$ cat src/rtl/pe_pkg.sv
// Shared definitions for the processing-element array.
// Width derivations and slice-offset helpers used by pe_row and pe_wrapper,
// so that the packed-bus layouts are written down in exactly one place.
//   prod_width : width of one unsigned pixel*weight product
//   sum_width  : width of a row sum (product width plus KERNEL_SIZE guard bits)
//   pix_off    : bit offset of pixel c inside a pixel vector
//   wt_off     : bit offset of weight (r,c) inside the flattened weight matrix
//   sum_off    : bit offset of row r's sum inside the output bus
package pe_pkg;

  function automatic int prod_width(input int data_width, input int weight_width);
    return data_width + weight_width;
  endfunction

  function automatic int sum_width(input int data_width, input int weight_width,
                                   input int kernel_size);
    return data_width + weight_width + kernel_size;
  endfunction

  function automatic int pix_off(input int c, input int data_width);
    return c * data_width;
  endfunction

  function automatic int wt_off(input int r, input int c, input int kernel_size,
                                input int weight_width);
    return (r * kernel_size + c) * weight_width;
  endfunction

  function automatic int sum_off(input int r, input int sum_width_v);
    return r * sum_width_v;
  endfunction

endpackage

$ cat src/rtl/pe_row.sv
// One row of the processing-element array.
// Forms the unsigned dot product of a pixel vector with this row's weights
// in two registered stages (products, then their sum).
// Ports:
//   clk, rstn : clock and synchronous active-low reset (clears all registers)
//   pixels    : KERNEL_SIZE pixels, pixel c at [c*DATA_WIDTH +: DATA_WIDTH]
//   weights   : this row's KERNEL_SIZE weights, same packing by column
//   sum       : registered row sum, valid 2 cycles after pixels is presented
module pe_row
  import pe_pkg::*;
#(
  parameter int DATA_WIDTH   = 8,
  parameter int WEIGHT_WIDTH = 8,
  parameter int KERNEL_SIZE  = 3,
  localparam int PROD_WIDTH  = prod_width(DATA_WIDTH, WEIGHT_WIDTH),
  localparam int SUM_WIDTH   = sum_width(DATA_WIDTH, WEIGHT_WIDTH, KERNEL_SIZE)
) (
  input  logic                                 clk,
  input  logic                                 rstn,
  input  logic [DATA_WIDTH*KERNEL_SIZE-1:0]    pixels,
  input  logic [WEIGHT_WIDTH*KERNEL_SIZE-1:0]  weights,
  output logic [SUM_WIDTH-1:0]                 sum
);

  logic [PROD_WIDTH-1:0] prod_p1 [KERNEL_SIZE];
  logic [SUM_WIDTH-1:0]  sum_next;
  logic [SUM_WIDTH-1:0]  sum_p2;

  // Stage 1: per-column products (weights are used live, not captured)
  always_ff @(posedge clk) begin
    for (int c = 0; c < KERNEL_SIZE; c++) begin
      if (!rstn) begin
        prod_p1[c] <= '0;
      end else begin
        prod_p1[c] <= PROD_WIDTH'(pixels[pix_off(c, DATA_WIDTH) +: DATA_WIDTH]) *
                      PROD_WIDTH'(weights[wt_off(0, c, KERNEL_SIZE, WEIGHT_WIDTH) +: WEIGHT_WIDTH]);
      end
    end
  end

  // KERNEL_SIZE guard bits cover the worst-case sum, so no saturation.
  always_comb begin
    sum_next = '0;
    for (int c = 0; c < KERNEL_SIZE; c++) begin
      sum_next = sum_next + SUM_WIDTH'(prod_p1[c]);
    end
  end

  // Stage 2: registered row sum
  always_ff @(posedge clk) begin
    if (!rstn) begin
      sum_p2 <= '0;
    end else begin
      sum_p2 <= sum_next;
    end
  end

  assign sum = sum_p2;

endmodule

$ cat src/rtl/pe_wrapper.sv
// Row-parallel convolution PE array.
// Accepts one column vector of KERNEL_SIZE pixels per enabled edge; row r
// computes the dot product with weight row r. The vector walks down the rows
// through a 2-register skew per row, so row r's result lags row 0's by 2*r.
// Ports:
//   clk, rstn    : clock and synchronous active-low reset
//   en           : accept dataIn this edge (a bubble loads zeros)
//   dataIn       : pixel c at [c*DATA_WIDTH +: DATA_WIDTH]
//   weightsIn    : weight (r,c) at [(r*KERNEL_SIZE+c)*WEIGHT_WIDTH +: WEIGHT_WIDTH];
//                  must stay stable while data is in flight
//   dataOut      : row r sum at [r*SUM_WIDTH +: SUM_WIDTH]
//   dataOut_done : some stage of the pipeline holds an accepted vector
module pe_wrapper
  import pe_pkg::*;
#(
  parameter int KERNEL_SIZE  = 3,
  parameter int DATA_WIDTH   = 8,
  parameter int WEIGHT_WIDTH = 8,
  localparam int SUM_WIDTH   = sum_width(DATA_WIDTH, WEIGHT_WIDTH, KERNEL_SIZE)
) (
  input  logic                                             clk,
  input  logic                                             rstn,
  input  logic                                             en,
  input  logic [DATA_WIDTH*KERNEL_SIZE-1:0]                dataIn,
  input  logic [WEIGHT_WIDTH*KERNEL_SIZE*KERNEL_SIZE-1:0]  weightsIn,
  output logic [SUM_WIDTH*KERNEL_SIZE-1:0]                 dataOut,
  output logic                                             dataOut_done
);

  localparam int VEC_WIDTH = DATA_WIDTH * KERNEL_SIZE;
  localparam int CHAIN_LEN = 2 * KERNEL_SIZE - 1;

  // vec_p[0] is the input register; vec_p[2r] feeds row r.
  logic [VEC_WIDTH-1:0]   vec_p [CHAIN_LEN];
  // vld_p[i] is set when a vector was accepted i edges ago.
  logic [2*KERNEL_SIZE:0] vld_p;

  // Stage 0: input register and vertical skew chain
  always_ff @(posedge clk) begin
    if (!rstn) begin
      for (int j = 0; j < CHAIN_LEN; j++) begin
        vec_p[j] <= '0;
      end
      vld_p <= '0;
    end else begin
      vec_p[0] <= en ? dataIn : '0;
      for (int j = 1; j < CHAIN_LEN; j++) begin
        vec_p[j] <= vec_p[j-1];
      end
      vld_p <= {vld_p[2*KERNEL_SIZE-1:0], en};
    end
  end

  // vld_p[0] alone means the vector is still in the input register; the
  // window ends once the last row has shown it.
  assign dataOut_done = |vld_p[2*KERNEL_SIZE:1];

  for (genvar r = 0; r < KERNEL_SIZE; r++) begin : g_row
    pe_row #(
      .DATA_WIDTH  (DATA_WIDTH),
      .WEIGHT_WIDTH(WEIGHT_WIDTH),
      .KERNEL_SIZE (KERNEL_SIZE)
    ) u_row (
      .clk    (clk),
      .rstn   (rstn),
      .pixels (vec_p[2*r]),
      .weights(weightsIn[wt_off(r, 0, KERNEL_SIZE, WEIGHT_WIDTH) +: WEIGHT_WIDTH*KERNEL_SIZE]),
      .sum    (dataOut[sum_off(r, SUM_WIDTH) +: SUM_WIDTH])
    );
  end

endmodule

$ cat config.mk
export PLATFORM = sky130hd
export DESIGN_NAME = pe_wrapper
export DESIGN_NICKNAME = d
export VERILOG_FILES = /design/src/rtl/pe_pkg.sv /design/src/rtl/pe_row.sv /design/src/rtl/pe_wrapper.sv
export SDC_FILE = /design/constraint.sdc
export NUM_CORES = 2
export LEC_CHECK = 0
export BUFFER_PORTS_ARGS = -buffer_cell sky130_fd_sc_hd__buf_4
export CAP_MARGIN = 20
export CORE_MARGIN = 2
export CORE_UTILIZATION = 40
export DETAILED_ROUTE_END_ITERATION = 7
export GPL_ROUTABILITY_DRIVEN = 0
export GPL_TIMING_DRIVEN = 1
export HOLD_SLACK_MARGIN = 0.06
export PLACE_DENSITY = 0.66
export SLEW_MARGIN = 20
export SYNTH_ARGS = -nofsm -noshare
export SYNTH_HDL_FRONTEND = slang
export SYNTH_HIERARCHICAL = 1
export SYNTH_SLANG_ARGS = --single-unit
$ cat constraint.sdc
create_clock -name clk -period 9.1 [get_ports clk]
set_clock_uncertainty 0.15 [all_clocks]
set_input_delay 0.91 -clock clk [delete_from_list [all_inputs] [get_ports clk]]
set_output_delay 0.91 -clock clk [all_outputs]
set_load 0.05 [all_outputs]
== Word-level counts from Yosys, hierarchy flattened ==
Memories as Yosys holds them, arrays and structs flattened.
Cells that the tools add are included.
Operators by class
  add/sub/neg operators: 6
  multiply operators: 9
  mux-type cells: 17
  bitwise operators: 14
  reductions and logical operators: 1
Operators by type and width (count)
  multiplier 8 x 8 -> 16 bit: 9
  two-way mux 16 bit: 9
  two-way mux 24 bit: 6
  adder 19 x 16 -> 19 bit: 3
  adder 16 x 16 -> 17 bit: 3
  OR 1 bit: 14
  OR reduction 6 bit: 1
  two-way mux 1 bit: 2
Storage, ports and cells
  register bits after elaboration: 64
  bits in writable memories: 264
  bits of input ports: 99
  output and inout bits: 58
  logic and storage cells: 55
  memories kept: 4
Memory list
  vec_p: depth 5, width 24, read ports 5, clocked after Yosys merged registers in 0, write ports 5, line pe_wrapper.sv:34  | logic [VEC_WIDTH-1:0] vec_p [CHAIN_LEN];
  g_row[0].u_row.prod_p1: depth 3, width 16, read ports 3, clocked after Yosys merged registers in 0, write ports 3, line pe_row.sv:25  | logic [PROD_WIDTH-1:0] prod_p1 [KERNEL_SIZE];
  g_row[1].u_row.prod_p1: depth 3, width 16, read ports 3, clocked after Yosys merged registers in 0, write ports 3, line pe_row.sv:25
  g_row[2].u_row.prod_p1: depth 3, width 16, read ports 3, clocked after Yosys merged registers in 0, write ports 3, line pe_row.sv:25

== Logic depth before layout (Yosys ltp) ==
An unclocked memory read counts as a cell.
  word-level depth: 3
  mapped depth: 17
  gate-level depth less buffers: 16

== By module ==
Netlist, hierarchy kept.
Modules (own cells, without submodules)
  pe_row (g_row[1].u_row): instances 1, cells an instance 997, area each 9101.2 µm²
  pe_row (g_row[2].u_row): instances 1, cells an instance 964, area each 8893.5 µm²
  pe_row (g_row[0].u_row): instances 1, cells an instance 961, area each 8867.3 µm²
  pe_wrapper: instances 1, cells an instance 273, area each 3460.8 µm²

== Worst setup path before layout ==
No wires, ideal clock.
  path kind: input to register
  from: input weightsIn[23]
  to: memory g_row[0].u_row/prod_p1[2][14] (netlist name)
  arrival: 4697 ps
  required time: 8878 ps
  setup slack: 4181 ps
  cell stages on the path: 13
  buffers on the path: 0
  cells stage by stage: and2_1 fa_1 fa_1 fa_1 inv_1 fa_1 inv_1 ha_1 and3_1 a221oi_1 o21ai_0 o31ai_1 mux2i_1
RTL lines
  start, declared: line pe_wrapper.sv:25  | input logic [WEIGHT_WIDTH*KERNEL_SIZE*KERNEL_SIZE-1:0] weightsIn,
  end, declared: line pe_row.sv:25

==> results.md <==
Setup path:
- The startpoint identified for the worst register-to-register timing path is vec_p[0][18].
- The startpoint kind of the worst setup timing path is a flip-flop.
- The worst reg-to-reg path cell count is 13.
- The endpoint of the worst-slack reg-to-reg timing path is g_row[0].u_row/prod_p1[2][14].
- The worst stage delay on the critical path is 0.56 ns.
- The signal on the critical path passes through and2_1, fa_1, fa_1, fa_1, inv_1, fa_1, inv_1, ha_1, and3_1, a221oi_1, o21ai_0, o31ai_1, mux2i_1.
- The arrival time of data at the critical path endpoint is 5.25 ns.
- The launch point of the worst path is vec_p[0][18].
- In this run the worst path has a maximum fanout of 9.
- The worst setup path is captured at a flip-flop.
- By startpoint and endpoint, the worst setup path is classified as reg2reg.
- STA puts the critical path data required time at 9.43 ns.
- The most used cell along the critical path is sky130_fd_sc_hd__fa_1.
- For this design, the slowest cell found on the critical path is sky130_fd_sc_hd__dfxtp_1.
- The slack of the worst reg-to-reg path is 4.18 ns.

Min path:
- The startpoint identified for the worst hold timing path is vec_p[0][44].
- The min-delay analysis places its worst path in the category reg2reg.
- Along the worst hold path, the cell count comes to 1.
- For hold timing, the worst endpoint is vec_p[0][68].

Clocking:
- Post-CTS timing repair inserted 0 buffers for setup.
- TritonCTS built the clock tree.
- TritonCTS created 40 clock buffers.
- The quantity of gates resized following cts is 0.
- The root buffer selected by CTS is sky130_fd_sc_hd__clkbuf_16.
- The clock network latency to the later pin of the worst-skew pair is 0.56 ns.
- The post-cts hold buffer count is 0.
- The maximum level of the CTS H-tree is 2.
- For this design, the sink count on the clock tree is 325.
- The maximum clock path buffer count is 3.
- After clock tree synthesis, the clock-pin slew on the worst setup and hold paths is 0.06 ns.

Final layout:
- Once layout is complete, the utilization of the core stands at 45.5%.
- The count of non-filler cells in the finished layout is 4351.
- The final cell area excluding filler cells is 34000 um^2.
- After the last flow step, the layout net total stands at 4189.
- Relative to the synthesized area, the layout overhead comes to 12.2%.
- The post-route netlist has 7.67% of its cells at a drive strength greater than 1.

Pwr:
- Across the VDD grid, the largest voltage drop is 0.121 mV.
- Power spread over the standard cell area amounts to 117 nW/um^2.
- Summed over all cells, the static leakage comes to 17.4 nW.
- The total power is 3.99 mW.

Floorplan:
- The initial utilization of the core area, before any placement, comes to 40.6%.
- The die is 279 um wide.
- The number of ports placed on the die boundary is 157.
- The overall die area is 78000 um^2.
- The region available for standard cell placement spans 74700 um^2.
- The floorplan has 100 rows.
- The die is 279 um tall.

Global route:
- The overall routing resource usage is 17.5%.
- Entering global routing, the biggest net connects 128 pins.
- The via count of the first global-routing pass is 21600.
- The initial antenna violation count was 6.
- The leftover overflow at the end of global routing is 0.
- The first global-routing pass estimated 111 mm of wire.

Synth:
- In this run the cell area of the synthesized design comes to 30300 um^2.
- The fraction of synthesis flops using an asynchronous set or reset pin is 0%.
- The biggest area consumer among synthesized cells is sky130_fd_sc_hd__fa_1.
- Sorting the synthesized cells by area gives the leading types as sky130_fd_sc_hd__fa_1 25%, sky130_fd_sc_hd__dfxtp_1 21%, sky130_fd_sc_hd__ha_1 15%.
- The total nets after synthesis is 4038.
- The synthesized netlist contains 83 unique library cells.
- In this run, synthesis produced a sequential element count of 325.
- After synthesis, the largest area contributor takes up 24.8% of total cell area.
- Yosys printed 6 warnings.
- The count of flip-flops with a built-in enable after synthesis is 0.
- The flip-flop cell with the highest count after synthesis is sky130_fd_sc_hd__dfxtp_1.
- A synthesized cell averages 9.49 um^2.
- The synthesized instance count is 3195.
- The share of the Yosys chip area taken by registers is 21.5%.

Flow run:
- The tool flagged a number of max-cap violations equal to 0.

Timing:
- The worst path in the final design needs a cycle of 4.92 ns, including I/O delays and setup.
- The count of pins over their slew limit came to 0.
- Timing would allow up to 203 MHz.
- Adding up every negative setup slack in the final design gives 0 ns.
- Setup repair after global routing left no endpoint under its margin.
- The fraction of the cycle the final worst path needs is 54.0%.
- Setup violations remaining at the end of the flow were counted as 0.
- Across all setup checks in the final design, the least slack found is 4.18 ns.
- The transition at the pin with the smallest max-transition slack is 0.809 ns.
- The headroom to the max-slew limit is 46.1%.
- The worst hold margin is 0.273 ns.
- The hold violation total from the final report is 0.

Drt:
- The routed layout has 21400 vias.
- In this run the remaining antenna-violating nets after routing total 0.
- The first detailed-routing pass ran for 5 iterations.
- In this run, the number of DRC markers left after iteration 0 of detailed routing was 821.
- The detailed-route wire length per cell is 15.2 um.
- After detailed routing, the number of remaining DRC violations is 0.
- The final routed wirelength across all metal layers is 66.3 mm.
- In the routed layout, each cell is associated on average with a via count of 4.93.

Placed design:
- The number of instances in the placed design is 4273.
- The placed wire-length estimate is 52.9 mm.
- In this run the cell area measured after placement is 32500 um^2.
- The worst slack after detailed placement is 3.71 ns.
- The count of input and output buffers is 153.

Run status:
- The flow ran to the end, and the final reports show no timing, DRC or antenna violations.
cell families after synthesis:
family	count (synthesis)	share of synthesized area [%]
AO/OA/AOI/OAI	376	8.45
XOR/XNOR	88	2.54
adder cells (fa/ha/maj)	744	40.0
buffers and inverters	519	6.67
flip-flops	325	21.5
multiplexers	8	0.264
other	3	0.0371
AND/OR/NAND/NOR	1132	20.6
placed cells by master (no fill, tap or decap), drive strengths merged, types with 54 or more instances in the layout:
master,instances
buf,157
ha,369
nand2,157
nor2,169
dfxtp,325
o21ai,84
fa,375
xnor2,54
a21oi,85
and2,615
inv,472
worst max-delay path by stage:
stage                                     to  slack (ns)  cells after the start
2_1_floorplan  g_row[0].u_row/prod_p1[2][14]        4.18                     13
6_report       g_row[0].u_row/prod_p1[2][14]        4.18                     13
3_5_place_dp   g_row[0].u_row/prod_p1[2][14]        3.71                     14
3_3_place_gp   g_row[0].u_row/prod_p1[0][14]        3.85                     16
4_1_cts        g_row[0].u_row/prod_p1[2][14]        4.17                     13
5_1_grt        g_row[0].u_row/prod_p1[2][14]        3.90                     13
state kept, by name, indices dropped and copies added (netlist names):
signal               cells
g_row.u_row/prod_p1    144
g_row.u_row/sum         54
vec_p                  120
vld_p                    7
synth_stat cells, types with 34 or more instances:
master / instances
sky130_fd_sc_hd__and2_1: 614
sky130_fd_sc_hd__a21oi_1: 84
sky130_fd_sc_hd__dfxtp_1: 325
sky130_fd_sc_hd__a211oi_1: 37
sky130_fd_sc_hd__ha_1: 369
sky130_fd_sc_hd__and3_1: 39
sky130_fd_sc_hd__o21ai_0: 71
sky130_fd_sc_hd__o21a_1: 38
sky130_fd_sc_hd__fa_1: 375
sky130_fd_sc_hd__nand2_1: 156
sky130_fd_sc_hd__xor2_1: 34
sky130_fd_sc_hd__inv_1: 470
sky130_fd_sc_hd__nor2_1: 168
sky130_fd_sc_hd__xnor2_1: 54
sky130_fd_sc_hd__nor3_1: 44
cell type report:
class / count / area [um^2]
inverter: 471 / 1770
tap: 969 / 1210
clock inverter: 22 / 418
timing repair buffer: 157 / 1180
multi-input combinational: 2351 / 21800
antenna: 6 / 15.0
clock buffer: 50 / 1110
sequential: 325 / 6510
fill: 7147 / 40700
where the power goes:
group	switching (mW)	leakage (nW)	internal, mW
Sequential	0.0457	2.64	1.48
Combinational	0.386	14.1	0.249
Clock	0.648	0.726	1.18
Total	1.08	17.4	2.91
critical path: cells and delay by family (launching register included):
kind                     cells  cell delay (ns)
buffers and inverters        2             0.09
multiplexers                 1             0.23
AO/OA/AOI/OAI                3             0.98
AND/OR/NAND/NOR              2             0.45
adder cells (fa/ha/maj)      5             2.36
flip-flops                   1             0.56
per-layer routing:
metal	global-route usage, %	vias to the layer above	share of wire [%]
li1	-	10500	-
met1	22.6	10500	44
met2	30.6	328	50
met3	2.78	76	4.1
met4	4.31	0	2.2
met5	0	-	0
No activity file was read; power rests on OpenSTA's default activity.
